**src/rtl/coco_bus_pkg.sv**
```systemverilog
// Shared definitions for the coco data-memory bus demultiplexer:
// state encoding, slave indices and the default address map.
package coco_bus_pkg;

  // State encoding of the dispatch FSM.
  localparam logic [1:0] ST_IDLE  = 2'd0;
  localparam logic [1:0] ST_ISSUE = 2'd1;
  localparam logic [1:0] ST_RESP  = 2'd2;

  typedef enum logic [1:0] {
    IDLE  = ST_IDLE,
    ISSUE = ST_ISSUE,
    RESP  = ST_RESP
  } state_t;

  // Slave port indices; lower index wins when regions overlap.
  localparam int SL_RAM  = 0;
  localparam int SL_TMR  = 1;
  localparam int SL_UART = 2;
  localparam int SL_GPIO = 3;

  // Default address map: 16 KiB RAM at 0, 16-byte peripheral windows above.
  localparam logic [31:0] DEF_BASE0 = 32'h0000_0000;
  localparam logic [31:0] DEF_BASE1 = 32'h0000_7F00;
  localparam logic [31:0] DEF_BASE2 = 32'h0000_7F10;
  localparam logic [31:0] DEF_BASE3 = 32'h0000_7F20;

  localparam logic [31:0] DEF_MASK0 = 32'hFFFF_C000;
  localparam logic [31:0] DEF_MASK1 = 32'hFFFF_FFF0;
  localparam logic [31:0] DEF_MASK2 = 32'hFFFF_FFF0;
  localparam logic [31:0] DEF_MASK3 = 32'hFFFF_FFF0;

endpackage

```
**src/rtl/coco_bus_decode.sv**
```systemverilog
// Combinational address decoder: compares the address against four
// base/mask regions and priority-encodes the hits to a one-hot select.
module coco_bus_decode
  import coco_bus_pkg::*;
#(
  parameter int            AW    = 32,
  parameter logic [AW-1:0] BASE0 = AW'(DEF_BASE0),
  parameter logic [AW-1:0] BASE1 = AW'(DEF_BASE1),
  parameter logic [AW-1:0] BASE2 = AW'(DEF_BASE2),
  parameter logic [AW-1:0] BASE3 = AW'(DEF_BASE3),
  parameter logic [AW-1:0] MASK0 = AW'(DEF_MASK0),
  parameter logic [AW-1:0] MASK1 = AW'(DEF_MASK1),
  parameter logic [AW-1:0] MASK2 = AW'(DEF_MASK2),
  parameter logic [AW-1:0] MASK3 = AW'(DEF_MASK3)
) (
  input  logic [AW-1:0] addr,
  output logic          hit_any,
  output logic [3:0]    sel
);

  logic [3:0] hit;

  // Raw region match for every slave.
  always_comb begin
    hit[SL_RAM]  = ((addr & MASK0) == (BASE0 & MASK0));
    hit[SL_TMR]  = ((addr & MASK1) == (BASE1 & MASK1));
    hit[SL_UART] = ((addr & MASK2) == (BASE2 & MASK2));
    hit[SL_GPIO] = ((addr & MASK3) == (BASE3 & MASK3));
  end

  // Priority encode: lowest matching index becomes the one-hot select.
  always_comb begin
    // NOTE: default first so every path assigns sel and no latch is inferred.
    sel = '0;
    if (hit[SL_RAM])       sel[SL_RAM]  = 1'b1;
    else if (hit[SL_TMR])  sel[SL_TMR]  = 1'b1;
    else if (hit[SL_UART]) sel[SL_UART] = 1'b1;
    else if (hit[SL_GPIO]) sel[SL_GPIO] = 1'b1;
  end

  assign hit_any = |hit;

endmodule

```
**src/rtl/coco_bus_demux.sv**
```systemverilog
// 1-to-4 data-memory request dispatcher. Registers a master request,
// drives one slave with a one-hot strobe, waits for its ack (or a
// timeout) and returns a single-cycle completion to the master.
module coco_bus_demux
  import coco_bus_pkg::*;
#(
  parameter int            AW     = 32,
  parameter int            DW     = 32,
  parameter logic [AW-1:0] BASE0  = AW'(DEF_BASE0),
  parameter logic [AW-1:0] BASE1  = AW'(DEF_BASE1),
  parameter logic [AW-1:0] BASE2  = AW'(DEF_BASE2),
  parameter logic [AW-1:0] BASE3  = AW'(DEF_BASE3),
  parameter logic [AW-1:0] MASK0  = AW'(DEF_MASK0),
  parameter logic [AW-1:0] MASK1  = AW'(DEF_MASK1),
  parameter logic [AW-1:0] MASK2  = AW'(DEF_MASK2),
  parameter logic [AW-1:0] MASK3  = AW'(DEF_MASK3),
  parameter int            TO_CYC = 255
) (
  input  logic            Clk,
  input  logic            Rst_n,
  input  logic            M_Req,
  input  logic            M_We,
  input  logic [AW-1:0]   M_Addr,
  input  logic [DW-1:0]   M_WData,
  input  logic [DW/8-1:0] M_BE,
  output logic            M_Ack,
  output logic            M_Err,
  output logic [DW-1:0]   M_RData,
  output logic [3:0]      S_Req,
  output logic            S_We,
  output logic [AW-1:0]   S_Addr,
  output logic [DW-1:0]   S_WData,
  output logic [DW/8-1:0] S_BE,
  input  logic [3:0]      S_Ack,
  input  logic [DW-1:0]   S_RData0,
  input  logic [DW-1:0]   S_RData1,
  input  logic [DW-1:0]   S_RData2,
  input  logic [DW-1:0]   S_RData3
);

  // Last counter value still allowed in ISSUE; the counter starts at 0.
  localparam logic [15:0] TO_LAST = 16'(TO_CYC - 1);

  state_t        state;
  logic [15:0]   cnt;
  logic          dec_hit_any;
  logic [3:0]    dec_sel;
  logic          ack_sel;
  logic [DW-1:0] rdata_sel;

  coco_bus_decode #(
    .AW   (AW),
    .BASE0(BASE0), .BASE1(BASE1), .BASE2(BASE2), .BASE3(BASE3),
    .MASK0(MASK0), .MASK1(MASK1), .MASK2(MASK2), .MASK3(MASK3)
  ) u_decode (
    .addr   (M_Addr),
    .hit_any(dec_hit_any),
    .sel    (dec_sel)
  );

  // Only the ack of the currently strobed slave completes the transfer.
  assign ack_sel = |(S_Ack & S_Req);

  // Read-data return mux steered by the held one-hot request.
  always_comb begin
    rdata_sel = '0;
    if (S_Req[SL_RAM])       rdata_sel = S_RData0;
    else if (S_Req[SL_TMR])  rdata_sel = S_RData1;
    else if (S_Req[SL_UART]) rdata_sel = S_RData2;
    else if (S_Req[SL_GPIO]) rdata_sel = S_RData3;
  end

  // Dispatch FSM with all outputs registered.
  always_ff @(posedge Clk) begin
    // NOTE: non-blocking assignments so every register samples pre-edge values.
    if (!Rst_n) begin
      // NOTE: every register is cleared; reset can land mid-transfer and
      // must leave no stale strobe or completion behind.
      state   <= IDLE;
      cnt     <= '0;
      M_Ack   <= 1'b0;
      M_Err   <= 1'b0;
      M_RData <= '0;
      S_Req   <= '0;
      S_We    <= 1'b0;
      S_Addr  <= '0;
      S_WData <= '0;
      S_BE    <= '0;
    end else begin
      M_Ack <= 1'b0;
      case (state)
        IDLE: begin
          if (M_Req) begin
            S_We    <= M_We;
            S_Addr  <= M_Addr;
            S_WData <= M_WData;
            S_BE    <= M_BE;
            M_RData <= '0;
            if (dec_hit_any) begin
              S_Req <= dec_sel;
              cnt   <= '0;
              M_Err <= 1'b0;
              state <= ISSUE;
            end else begin
              S_Req <= '0;
              M_Err <= 1'b1;
              M_Ack <= 1'b1;
              state <= RESP;
            end
          end
        end
        ISSUE: begin
          if (ack_sel) begin
            // Ack beats a timeout expiring in the same cycle.
            M_RData <= S_We ? '0 : rdata_sel;
            M_Err   <= 1'b0;
            S_Req   <= '0;
            M_Ack   <= 1'b1;
            state   <= RESP;
          end else if (cnt == TO_LAST) begin
            M_RData <= '0;
            M_Err   <= 1'b1;
            S_Req   <= '0;
            M_Ack   <= 1'b1;
            state   <= RESP;
          end else begin
            cnt <= cnt + 16'd1;
          end
        end
        RESP: begin
          state <= IDLE;
        end
        default: begin
          state <= IDLE;
        end
      endcase
    end
  end

endmodule

```
**config.mk**
```make
export PLATFORM = sky130hd
export DESIGN_NAME = coco_bus_demux
export DESIGN_NICKNAME = d
export VERILOG_FILES = /design/src/rtl/coco_bus_pkg.sv /design/src/rtl/coco_bus_decode.sv /design/src/rtl/coco_bus_demux.sv
export SDC_FILE = /design/constraint.sdc
export NUM_CORES = 1
export LEC_CHECK = 0
export CORE_ASPECT_RATIO = 1.1
export CORE_MARGIN = 2
export CORE_UTILIZATION = 35
export DETAILED_ROUTE_END_ITERATION = 16
export PLACE_DENSITY = 0.77
export SLEW_MARGIN = 20
export SYNTH_ARGS = -nofsm -noshare
export SYNTH_HDL_FRONTEND = slang
export SYNTH_SLANG_ARGS = --single-unit
```
**constraint.sdc**
```tcl
create_clock -name Clk -period 2 [get_ports Clk]
set_input_delay 0.4 -clock Clk [delete_from_list [all_inputs] [get_ports Clk]]
set_output_delay 0.4 -clock Clk [all_outputs]
set_load 0.1 [all_outputs]
```
==> results of run 1 <==
## power breakdown
part / internal (mW) / switching (mW)
clock: 1.93 / 1.25
sequential: 2.58 / 0.0501
combinational: 0.564 / 0.904
total: 5.07 / 2.20
## metrics by stage
step | util (%) | TNS (ns) | power (mW) | instance area [µm²]
after global placement | 57.2 | -15.98 | 4.13 | 8930
after global routing | 61.9 | -0.321 | 7.50 | 9670
final | 61.9 | 0 | 7.27 | 9670
after detailed placement | 57.2 | -17.64 | 4.14 | 8930
after CTS | 61.5 | 0 | 7.32 | 9610
after floorplan | - | 0 | 3.47 | 5580
## area by class of cell
type                            instances  share of cell area, %
Sequential cell                       125                   26.0
Multi-Input combinational cell        498                   29.9
Timing Repair Buffer                  363                   35.1
Tap cell                              200                   2.59
Clock buffer                           19                   4.69
Inverter                                5                  0.194
Clock inverter                         13                   1.59
## critical path: stages
cell and delay (ns):
clkdlybuf4s50_1 0.43, or4_4 0.59, a2111oi_4 0.37, buf_4 0.19, nor2_2 0.05, o221a_2 0.24
## repair_timing
| item | CTS | global route |
|---|---|---|
| cloned | 1 | 0 |
| setup buffers | 3 | 3 |
| resized for setup | 17 | 13 |
| pin swaps | 2 | 7 |
| setup endpoints to repair | 24 | 52 |
| endpoints found under the hold margin | 0 | 0 |
| hold buffers | 0 | 0 |
## logic make-up (layout without fill, tap and decap cells)
kind of cell / after synthesis / count (layout) / synth area share, %
AOI/OAI and AO/OA: 210 / 210 / 26.0
adders and majority gates: 2 / 2 / 0.449
buffers and inverters: 64 / 400 / 4.54
DFF: 125 / 125 / 44.9
and+or+nand+nor: 286 / 286 / 24.1
## how the worst max path moves through the flow
stage,from,to,slack [ns]
after global routing,cnt[0],cnt[6],-0.04
after floorplan,M_Addr[6],cnt[12],0.04
after CTS,M_Addr[9],cnt[5],0.01
after detailed placement,M_Addr[14],cnt[3],-0.62
after global placement,M_Addr[14],cnt[0],-0.58
final,M_Addr[23],cnt[9],0.04
## sequential cells by signal (all words and copies together) (netlist names)
| name | count |
|---|---|
| S_BE | 4 |
| cnt | 16 |
| M_RData | 32 |
| M_Err | 1 |
| M_Ack | 1 |
| S_WData | 32 |
| S_Addr | 32 |
| state | 2 |
| S_We | 1 |
| S_Req | 4 |
## cell usage after synthesis, types with 5 or more instances
cell type  instances
a21o_1             5
o22a_1             7
nor3_1            40
clkbuf_1          47
o21ai_0            7
o2bb2ai_1         35
a221oi_1          32
nand2_1          156
a21oi_1          104
dfxtp_1          125
buf_1              7
nand3_1           10
inv_1              5
nor2_1            14
nand4_1            7
nor2b_1           34
## per-layer routing
| metal | global-route usage (%) | vias up | wire length [µm] |
|---|---|---|---|
| met5 | 0 | - | 0 |
| met4 | 7.62 | 0 | 323 |
| met3 | 8.11 | 23 | 1790 |
| met2 | 40.3 | 278 | 10600 |
| met1 | 30.0 | 2972 | 8830 |
| li1 | - | 3114 | - |
==> summary.md, run 1 <==
| Metric | Value |
|---|---|
| R2r setup slk | `0.06 ns` |
| Leak | `3.81 nW` |
| Worst EP arrival | `2.27 ns` |
| Area leader, netlist | `dfxtp_1` |
| Area contributors post-synth | `dfxtp_1 45%, nand2_1 11%, a21oi_1 9.3%, o2bb2ai_1 5.5%, a221oi_1 5.0%` |
| Kind of start point of the critical path | `input pin` |
| Die height | `136 µm` |
| First-pass GRT wire length | `32500 µm` |
| Post-synth cell types | `49` |
| Setup WS post-layout | `0.0379 ns` |
| Post-DP HPWL | `15800 µm` |
| FF+latch count, synth | `125` |
| Pin count of the biggest net entering global routing | `67` |
| Layout area overhead | `73.6%` |
| Reg clk slew, reported paths | `0.06 ns` |
| Post-synth top area share | `44.9%` |
| Post-synth EDFFs | `0` |
| Post-Syn Area | `0.00557 mm²` |
| CP Class | `in2reg` |
| Worst-path maximum fanout | `4` |
| Top FF cell, synth | `dfxtp_1` |
| Share of post-route cells with drive strength above 1 | `21.9%` |
| Final cell count without fillers | `1223` |
| Multi-input gate area | `0.00289 mm²` |
| Clock period minus worst slack | `1.96 ns` |
| Inserted Clock Buffers | `17` |
| Hold_sp | `M_Addr[9]` |
| Outcome | `finished clean` |
| Post-Synthesis Cells | `687` |
| Row cnt | `48` |
| Worst slew margin | `59.6%` |
| Via/cell ratio | `5.22` |
| WHS Path Cells | `3` |
| CP required | `2.31 ns` |
| Gpl congestion | `0.873` |
| Final Setup Violations | `0` |
| Residual DRC count | `0` |
| Htree depth | `4` |
| DR WL/cell | `17.6 µm` |
| Starting density of the core | `35.7%` |
| Synth Warn # | `0` |
| Total grt overflow | `0` |
| Core Footprint | `0.0156 mm²` |
| Final hold viol count | `0` |
| Post-DRT Antenna Nets | `0` |
| Hold endpoint | `S_Addr[9]` |
| Final Cycle Share | `98.1%` |
| Chip Width | `124 µm` |
| Crit. End Element | `register` |
| Post-synthesis async set-or-reset flop share | `0%` |
| Hold Crit Class | `in2reg` |
| CTS sink count | `125` |
| Number of fill cells | `1389` |
| Critical R2R Launch | `cnt[0]` |
| Initial antenna violation count | `0` |
| Fmax | `0.510 GHz` |
| Die ar. | `0.0169 mm²` |
| VDD IR max | `0.000583 V` |
| Vias | `6387` |
| I/O Buffers | `310` |
| Pre-Repair DR Iteration Count | `4` |
| Mapped Nets | `893` |
| Avg Inst Size Synth | `8.11 µm²` |
| Worst-skew pair later-pin latency | `0.42 ns` |
| Final #Nets | `1216` |
| FF-to-FF End | `cnt[3]` |
| Power density over cell area | `752 mW/mm²` |
| DP Worst Slack | `-0.622 ns` |
| Clk root buf | `clkbuf_16` |
| Global Route Usage Sum | `24.3%` |
| CTS Buffer Depth | `2` |
| FF/Latch Area | `0.00251 mm²` |
| Commonest non-fill, non-tap cell in the layout | `clkdlybuf4s50_1` |
| Worst hold slack | `0.293 ns` |
| Placed instance count | `1185` |
| CTS tree | `done` |
| Max Clock Skew | `0.0106 ns` |
| Most frequent cells in the layout | `194 x clkdlybuf4s50_1, 155 x nand2_1, 146 x buf_4, 121 x dfxtp_1, 103 x a21oi_1` |
| Final WL | `21500 µm` |
| R2R depth | `8` |
| Vias in the first global route | `6057` |
| Ant diodes | `0` |
| Slew @ Worst Pin | `0.605 ns` |
| Post-synthesis sequential area ratio | `44.9%` |
| Maxcap violations | `0` |
| Initial DRC count | `445` |
| Max-slew violations | `0` |
| Num ports | `311` |
Note: power is estimated with default switching activity, not from simulation.
==> inputs of run 2 (changes only) <==
- clock period: 2 -> 1.65 ns (I/O delays scaled with it)
==> run 2 against run 1 <==
  * The run now ends with negative setup slack left
  * Sequential share of layout area decreased by 3.9 points
  * Worst hold slack worse by 0.11 ns
  * Sequential cell count is the same
  * Combinational power increased by 41%
  * First-iteration DRC count rose by 20%
  * Die area unchanged
  * Non-clock buffer count grew 32
  * Via count increased by 6.3%
  * Register-to-register slack worse by 0.19 ns
  * Clock power rose by 22%
  * Clock-buffer cell count fell by 2
  * Critical path type unchanged
==> summary.md, run 2 (synthesis results as in run 1) <==
| Metric | Value |
|---|---|
| RSZ-0062 raised after global routing | `true` |
| Max stage delay on crit path | `0.49 ns (-0.10 ns)` |
| Final cell count without fillers | `1257 (+2.8%)` |
| Via/cell ratio | `5.40 (+3.5%)` |
| Post-DP HPWL | `16800 µm (+6.2%)` |
| Number of buffers and inverters on the critical path | `2 (unchanged)` |
| Vias | `6792 (+6.3%)` |
| Num ports | `311 (unchanged)` |
| Worst-path maximum fanout | `6 (+2)` |
| Max Clock Skew | `0.0104 ns (-0.000189 ns)` |
| CTS tree | `done` |
| Violated checks | `negative setup slack` |
| Top delay family on crit path | `compound AO/OA/AOI/OAI gates` |
| VDD IR max | `0.000734 V (+26%)` |
| Crit path cell chain | `buf_6, or2_4, a2111o_1, a2111oi_4, buf_4, nor3_4, o31a_1` |
| Slew @ Worst Pin | `0.562 ns (-0.0435 ns)` |
| Final Setup Violations | `53 (+53)` |
| Final #Nets | `1249 (+2.7%)` |
| Fmax | `0.553 GHz` |
| CTS Buffer Depth | `2 (unchanged)` |
| Reg clk slew, reported paths | `0.06 ns (about the same)` |
| Outcome | `finished with violations` |
| Die height | `136 µm (unchanged)` |
| Placed instance count | `1205 (+1.7%)` |
| Switching share of power | `29.8% (-0.55 points)` |
| Largest registers | `M_RData x32, S_Addr x32, S_WData x32` |
| Commonest non-fill, non-tap cell in the layout | `clkdlybuf4s50_1` |
| Crit. End Element | `register` |
| Vias in the first global route | `6859 (+13%)` |
| Worst slew margin | `62.5% (+3.0 points)` |
| Comb power frac | `22.6% (+2.4 points)` |
| Gpl congestion | `0.853 (-2.3%)` |
| I/O Buffers | `310 (unchanged)` |
| Clock period minus worst slack | `1.81 ns` |
| Power density over cell area | `808 mW/mm² (+7.4%)` |
| Inserted Clock Buffers | `17 (unchanged)` |
| Final hold viol count | `0 (unchanged)` |
| Max-slew violations | `0 (unchanged)` |
| Setup TNS | `-4.29 ns (-4.29 ns)` |
| Leak | `4.38 nW (+15%)` |
| CTS sink count | `125 (unchanged)` |
| Final Cycle Share | `110%` |
| Post-DP Area | `0.0104 mm² (+16%)` |
| Worst-skew pair later-pin latency | `0.41 ns (about the same)` |
| Worst EP arrival | `2.10 ns (-0.17 ns)` |
| Clk root buf | `clkbuf_16` |
| First-pass GRT wire length | `35800 µm (+10%)` |
| Post-DRT Antenna Nets | `0 (unchanged)` |
| Clk pwr share | `42.3% (-1.4 points)` |
| Maxcap violations | `0 (unchanged)` |
| Fin area | `0.0114 mm² (+18%)` |
| Final WL | `24500 µm (+14%)` |
| Initial antenna violation count | `1 (+1)` |
| Pre-Repair DR Iteration Count | `7 (+3)` |
| Core Footprint | `0.0156 mm² (unchanged)` |
| Starting density of the core | `35.7% (unchanged)` |
| Htree depth | `4 (unchanged)` |
| Part of the power in registers | `35.2% (-0.9 points)` |
| Pin count of the biggest net entering global routing | `73 (+9.0%)` |
| Kind of start point of the critical path | `input pin` |
| Die ar. | `0.0169 mm² (unchanged)` |
| DR WL/cell | `19.5 µm (+11%)` |
| Most frequent cells in the layout | `183 x clkdlybuf4s50_1, 155 x nand2_1, 119 x dfxtp_1, 114 x buf_12, 103 x a21oi_1` |
| Critical-path top delay cell | `a2111o_1` |
| CP Class | `in2reg` |
| Global Route Usage Sum | `26.7% (+2.4 points)` |
| Residual DRC count | `0 (unchanged)` |
| CP required | `1.95 ns (-0.36 ns)` |
| Share of post-route cells with drive strength above 1 | `26.0% (+4.1 points)` |
| Internal power | `6.46 mW (+28%)` |
| Net Switching | `2.74 mW (+24%)` |
| DP Worst Slack | `-0.966 ns (-0.343 ns)` |
| Total grt overflow | `0 (unchanged)` |
| Initial DRC count | `534 (+20%)` |
| Setup WS post-layout | `-0.159 ns (-0.197 ns)` |
| Row cnt | `48 (unchanged)` |
| Layout area overhead | `104%` |
| Power, Total | `9.20 mW (+27%)` |
| Hold Crit Class | `in2reg` |
| Chip Width | `124 µm (unchanged)` |
run 2: layout make-up:
type                            count  area (µm²)
Multi-Input combinational cell    499        3030
Antenna cell                        1        2.50
Sequential cell                   125        2510
Inverter                            5        18.8
Fill cell                        1073        4230
Clock inverter                     15         185
Clock buffer                       17         425
Timing Repair Buffer              395        4970
Tap cell                          200         250
run 2: repair_timing:
| action | in CTS | in global routing |
|---|---|---|
| pin swaps | 10 | 12 |
| gates resized for setup | 50 | 25 |
| setup endpoints to repair | 58 | 60 |
| hold buffers | 0 | 0 |
| setup buffers | 9 | 6 |
| gates cloned | 1 | 3 |
run 2: path summary, 6_finish.rpt:
kind	slack, ns	startpoint	end	cells past startpoint
min	0.18	M_Addr[12]	S_Addr[12]	3
min reg2reg	0.49	S_WData[21]	S_WData[21]	2
max	-0.16	M_Addr[6]	cnt[13]	7
max reg2reg	-0.13	S_Req[2]	cnt[13]	5
run 2: worst min-delay path, stage by stage:
cell	delay (ns)
clkbuf_2	0.10
nand2_1	0.07
a21oi_1	0.05
run 2: through the flow:
step	utilization [%]	hold slack (ns)
5_1_grt	72.9	0.181
6_report	72.9	0.185
2_1_floorplan	-	0.439
4_1_cts	71.7	0.162
3_5_place_dp	66.7	0.485
3_3_place_gp	66.7	0.479
run 2: per-layer routing:
| metal | track usage (%) | up-vias | routed length, µm |
|---|---|---|---|
| li1 | - | 3194 | - |
| met1 | 29.8 | 3224 | 9230 |
| met2 | 47.2 | 331 | 12600 |
| met3 | 9.21 | 43 | 2050 |
| met4 | 9.74 | 0 | 625 |
| met5 | 0 | - | 0 |
run 2: power by group through the flow:
stage | Combinational (mW) | Sequential, mW | Clock, mW
floorplan | 0.252 | 3.96 | 0
global placement | 2.02 | 3.29 | 0
detailed placement | 2.04 | 3.30 | 0
CTS | 2.05 | 3.24 | 3.95
global route | 2.16 | 3.25 | 4.07
finish | 2.08 | 3.24 | 3.89
